===== config.mk =====
export PLATFORM = sky130hd
export DESIGN_NAME = line_echo_ctrl
export DESIGN_NICKNAME = d
export VERILOG_FILES = /design/src/rtl/line_echo_pkg.sv /design/src/rtl/line_buf.sv /design/src/rtl/line_echo_ctrl.sv
export SDC_FILE = /design/constraint.sdc
export NUM_CORES = 1
export LEC_CHECK = 0
export CAP_MARGIN = 40
export CORE_MARGIN = 2
export CORE_UTILIZATION = 65
export DETAILED_ROUTE_END_ITERATION = 12
export HOLD_SLACK_MARGIN = 0.15
export PLACE_DENSITY_LB_ADDON = 0.08
export RECOVER_POWER = 50
export SYNTH_ARGS = -nofsm -noshare
export SYNTH_HDL_FRONTEND = slang
export SYNTH_HIERARCHICAL = 1
export SYNTH_SLANG_ARGS = --single-unit

===== constraint.sdc =====
create_clock -name clk -period 6.03 [get_ports clk]
set_input_delay 0.603 -clock clk [delete_from_list [all_inputs] [get_ports clk]]
set_output_delay 0.603 -clock clk [all_outputs]
set_load 0.01 [all_outputs]

===== src/rtl/line_echo_pkg.sv =====
// Shared types and character constants for the line echo controller.
package line_echo_pkg;

  // Controller phases: gather a line, echo it back, then terminate with CR LF.
  typedef enum logic [1:0] {
    COLLECT = 2'd0,
    ECHO    = 2'd1,
    SEND_CR = 2'd2,
    SEND_LF = 2'd3
  } state_t;

  localparam logic [7:0] ASCII_CR = 8'h0D;
  localparam logic [7:0] ASCII_LF = 8'h0A;
  localparam logic [7:0] ASCII_BS = 8'h08;

endpackage


===== src/rtl/line_buf.sv =====
// Line storage: DEPTH x 8 RAM, one write port, one read port with a
// registered read. Contents are deliberately not reset so it maps to block RAM.
module line_buf #(
  parameter int DEPTH = 64,
  parameter int AW    = $clog2(DEPTH)
) (
  input  logic          clk,
  input  logic          wr_en,
  input  logic [AW-1:0] wr_addr,
  input  logic [7:0]    wr_data,
  input  logic [AW-1:0] rd_addr,
  output logic [7:0]    rd_data
);

  logic [7:0] mem [DEPTH];

  // Synchronous write and registered read; read data appears one edge after rd_addr.
  always_ff @(posedge clk) begin
    if (wr_en) begin
      mem[wr_addr] <= wr_data;
    end
    rd_data <= mem[rd_addr];
  end

endmodule


===== src/rtl/line_echo_ctrl.sv =====
// Line echo controller: pops bytes from a receive FIFO into a line buffer
// (with backspace editing), and on EOL or a full buffer echoes the line to a
// transmit FIFO followed by CR LF.
module line_echo_ctrl
  import line_echo_pkg::*;
#(
  parameter int         LINE_MAX = 64,
  parameter logic [7:0] EOL      = 8'h0D
) (
  input  logic       clk,
  input  logic       n_rst,
  input  logic [7:0] rx_data,
  input  logic       rx_valid,
  output logic       rx_pop,
  output logic [7:0] tx_data,
  output logic       tx_push,
  input  logic       tx_full,
  output logic       busy,
  output logic       ovf,
  output logic [7:0] line_count
);

  localparam int AW = $clog2(LINE_MAX);
  // One extra bit so a completely full line (count == LINE_MAX) is representable.
  localparam int CW = AW + 1;
  localparam logic [CW-1:0] FULL_COUNT = CW'(LINE_MAX);
  localparam logic [CW-1:0] ONE        = CW'(1);

  state_t        state;
  logic [CW-1:0] count;
  logic [CW-1:0] index;
  logic [CW-1:0] count_inc;
  logic          armed;     // blocks popping on the first edge after reset
  logic          rd_ok;     // rd_data currently holds buf[index]
  logic          tx_slot;   // transmit side can accept a push on this edge
  logic          wr_en;
  logic [7:0]    rd_data;

  assign count_inc = count + ONE;
  assign tx_slot   = !tx_full && !tx_push;
  assign busy      = (state != COLLECT);
  assign wr_en     = (state == COLLECT) && rx_pop &&
                     (rx_data != EOL) && (rx_data != ASCII_BS);

  line_buf #(
    .DEPTH (LINE_MAX),
    .AW    (AW)
  ) u_line_buf (
    .clk     (clk),
    .wr_en   (wr_en),
    .wr_addr (count[AW-1:0]),
    .wr_data (rx_data),
    .rd_addr (index[AW-1:0]),
    .rd_data (rd_data)
  );

  // Main controller: state, counters and all registered outputs.
  always_ff @(posedge clk or negedge n_rst) begin
    if (!n_rst) begin
      state      <= COLLECT;
      count      <= '0;
      index      <= '0;
      line_count <= '0;
      rx_pop     <= 1'b0;
      tx_push    <= 1'b0;
      ovf        <= 1'b0;
      tx_data    <= 8'h00;
      armed      <= 1'b0;
      rd_ok      <= 1'b0;
    end else begin
      armed   <= 1'b1;
      rx_pop  <= 1'b0;
      tx_push <= 1'b0;
      ovf     <= 1'b0;
      rd_ok   <= 1'b0;
      case (state)
        COLLECT: begin
          if (rx_pop) begin
            // The FIFO drops its head on this edge, so rx_data is the popped byte.
            if (rx_data == EOL) begin
              state <= ECHO;
              index <= '0;
            end else if (rx_data == ASCII_BS) begin
              if (count != '0) begin
                count <= count - ONE;
              end
            end else begin
              count <= count_inc;
              if (count_inc == FULL_COUNT) begin
                ovf   <= 1'b1;
                state <= ECHO;
                index <= '0;
              end
            end
          end else if (rx_valid && armed) begin
            rx_pop <= 1'b1;
          end
        end
        ECHO: begin
          if (index == count) begin
            state <= SEND_CR;
          end else if (tx_slot && rd_ok) begin
            tx_data <= rd_data;
            tx_push <= 1'b1;
            index   <= index + ONE;
          end else begin
            // index held still for a full edge, so the RAM output now matches it.
            rd_ok <= 1'b1;
          end
        end
        SEND_CR: begin
          if (tx_slot) begin
            tx_data <= ASCII_CR;
            tx_push <= 1'b1;
            state   <= SEND_LF;
          end
        end
        SEND_LF: begin
          if (tx_slot) begin
            tx_data    <= ASCII_LF;
            tx_push    <= 1'b1;
            count      <= '0;
            index      <= '0;
            line_count <= line_count + 8'd1;
            state      <= COLLECT;
          end
        end
        default: state <= COLLECT;
      endcase
    end
  end

endmodule


==> impl_metrics.yaml <==
setup_path:
  r2r_slack_ns: 2.41
  critPathLaunch: "rx_data[7]"
  r2r_start: "state[1]$_DFFE_PN0P_"
  critPathRequiredTime_ns: 6.24
  crit_type: "input port to flip-flop"
  r2r-end: "u_line_buf/mem[62][6]$_DFFE_PP_"
  arrival_ns: 4.43
  cp-end-kind: "flip-flop"
  critical_path.max_fanout: 28
  r2r_cells: 7
  critPathLaunchType: "input port"
yosys:
  ys_async_sr_fraction: 0.06643
  yosys_warnings: 6
  syn_inst: 1166
  synth_cell_types: 64
  synth_area_mm2: 0.02235
  avgSynthCellArea_um2: 19.17
  synth-edff-count: 512
  syn-num-nets: 1188
  synth-main-ff-cell: "edfxtp_1"
  ys_seq_area_frac: 0.7364
  ys_seq_elements: 557
worst_hold_path:
  worstHoldPathType: "flip-flop to flip-flop"
  hold_end: "tx_data[4]$_DFFE_PN0P_"
  worstHoldStart: "u_line_buf/rd_data[4]$_DFF_P_"
  holdPathStages: 1
clock_network:
  path_clk_slew_ns: 0.06
  post_cts_resized: 0
  cts_num_sinks: 557
  cts_tree: "yes"
  cts_buffers: 53
  clock_latency_ns: 0.60
  cts-htree-levels: 2
  postCtsSetupRepairBufs: 0
  cts.path.max_buffers: 3
  root_buffer: "clkbuf_16"
power_and_ir_drop:
  vdd_drop_max_uv: 344.6
  p_leak_nw: 7.829
  p_per_area_mw_per_mm2: 423.7
route:
  post_drt_wl_per_cell_um: 29.90
  drtIter0Drc: 1457
  vias: 11557
  viasPerCell: 6.782
  drc: 0
  firstDrtPassIters: 6
  antenna_left: 0
  drt-total-wl_um: 50950
place:
  dpl-instance-area_mm2: 0.02298
  gp_congestion: 0.8242
  port_buffers: 31
  dp_hpwl_um: 30820
layout:
  drive_gt1_frac: 0.2022
  area_delta_synth_final_pct: 10.69
  fill_cells: 1967
  stdcell_area_mm2: 0.02474
  fin_nets: 1235
  num_antenna_cells: 0
  final_cell_mix: "edfxtp_1 (512), mux4_2 (126), nor2_1 (98)"
  layout_commonest_cell: "edfxtp_1"
die:
  fp-row-count: 67
  die_w_um: 189.4
  die-area_mm2: 0.03589
  ioPinCount: 32
  start_util: 0.6633
  core_mm2: 0.03370
  die_h_um: 189.4
sta:
  finClkSkew_ns: 0.02684
  finalHoldViolations: 0
  worst_slew_pin_slew_ns: 3.431
  tns_ns: 0
  rsz0062_at_grt: "no"
  setup_viol: 0
  max-slew-margin-rel: -1.287
  post-route-period-util: 0.6990
  fmax_ghz: 0.2372
  fin_crit_ns: 4.215
  slew_viol_final: 423
run_status:
  outcome: "finished with violations"
  violations: "max-capacitance violations, max-slew violations"
global_routing:
  track_usage: 0.2983
  grt_pass1_vias: 11595
  grt_pass1_wl_um: 76480
  overflow: 0
  antenna_found_initial: 0
  grt_max_degree: 68
job:
  maxCapViolations: 9
[layout make-up]
cell class | instances | area, um^2 | share of cell area
Sequential cell | 557 | 16470 | 0.6658
Clock buffer | 59 | 1349 | 0.05452
Clock inverter | 39 | 442.9 | 0.01790
Inverter | 9 | 33.78 | 0.001365
Timing Repair Buffer | 54 | 407.9 | 0.01649
Tap cell | 448 | 560.5 | 0.02266
Multi-Input combinational cell | 538 | 5474 | 0.2213
[Yosys cell counts, types with 14 or more instances]
cell type,instances,area [um^2]
buf_2,14,70.07
buf_4,17,127.6
clkbuf_1,20,75.07
dfrtp_1,37,925.9
edfxtp_1,512,15370
mux2_2,15,168.9
mux2i_1,27,270.3
mux4_2,126,2838
nand2_1,36,135.1
nand3_1,21,105.1
nor2_1,98,367.9
nor2b_1,16,100.1
nor3_1,14,70.07
o21ai_0,24,120.1
[worst max-delay path, stage by stage]
cell and delay [ns]:
clkbuf_1 1.06, nor2_1 0.20, nand2_1 0.19, o21ai_0 0.17, nor2_1 0.53, nor2b_1 0.36
nand3_1 0.53, nor2_1 0.76
[per-layer routing]
metal	up-vias	routed length, um	track usage
li1	4837	-	-
met1	5981	19300	0.4204
met2	631	24900	0.4765
met3	108	4905	0.06135
met4	0	1839	0.1035
met5	-	0	0
[sequential cells by signal, indices dropped and copies added (netlist names)]
name / cells
tx_push: 1
u_line_buf/mem: 512
count: 7
ovf: 1
u_line_buf/rd_data: 8
line_count: 8
armed: 1
index: 7
state: 2
rx_pop: 1
tx_data: 8
rd_ok: 1
[per-stage QoR]
stage	power [mW]	cells	worst slack (ns)	utilization	hold WS, ns
final	10.48	1704	1.815	0.7342	0.4456
after global routing	10.85	1704	1.284	0.7342	0.4726
after CTS	10.53	1704	2.522	0.7354	0.4528
after detailed placement	7.168	1605	1.971	0.6820	0.4414
after global placement	7.133	1602	1.995	0.6814	0.4309
after floorplan	6.428	1166	3.503	-	0.3074
[power breakdown]
group          total (mW)  switching (mW)  internal, mW  leakage (nW)
Sequential           4.58           0.259          4.32          5.15
Combinational        2.52            1.34          1.18          1.83
Clock                3.38            1.41          1.97         0.851
[logic make-up after synthesis]
group / share of synthesized area
flops: 0.7364
simple gates: 0.04887
mux: 0.1471
compound gates: 0.03689
buf+inv: 0.01870
xor+xnor: 0.006269
fa+ha+maj: 0.005598
other cells: 0.0001678
[how the worst max path moves through the flow]
stage                                       to  cells after the start
3_5_place_dp   u_line_buf/mem[32][6]$_DFFE_PP_                      8
3_3_place_gp   u_line_buf/mem[57][4]$_DFFE_PP_                      7
2_1_floorplan  u_line_buf/mem[62][0]$_DFFE_PP_                      7
6_report       u_line_buf/mem[62][6]$_DFFE_PP_                      8
5_1_grt                   count[2]$_DFFE_PN0P_                      8
4_1_cts        u_line_buf/mem[46][0]$_DFFE_PP_                      7
[what timing repair did]
item / CTS / global route
hold buffers: 1 / 0
endpoints found under the hold margin: 37 / 0
setup endpoints to repair: 0 / 0
Note: power is estimated with default switching activity, not from simulation.
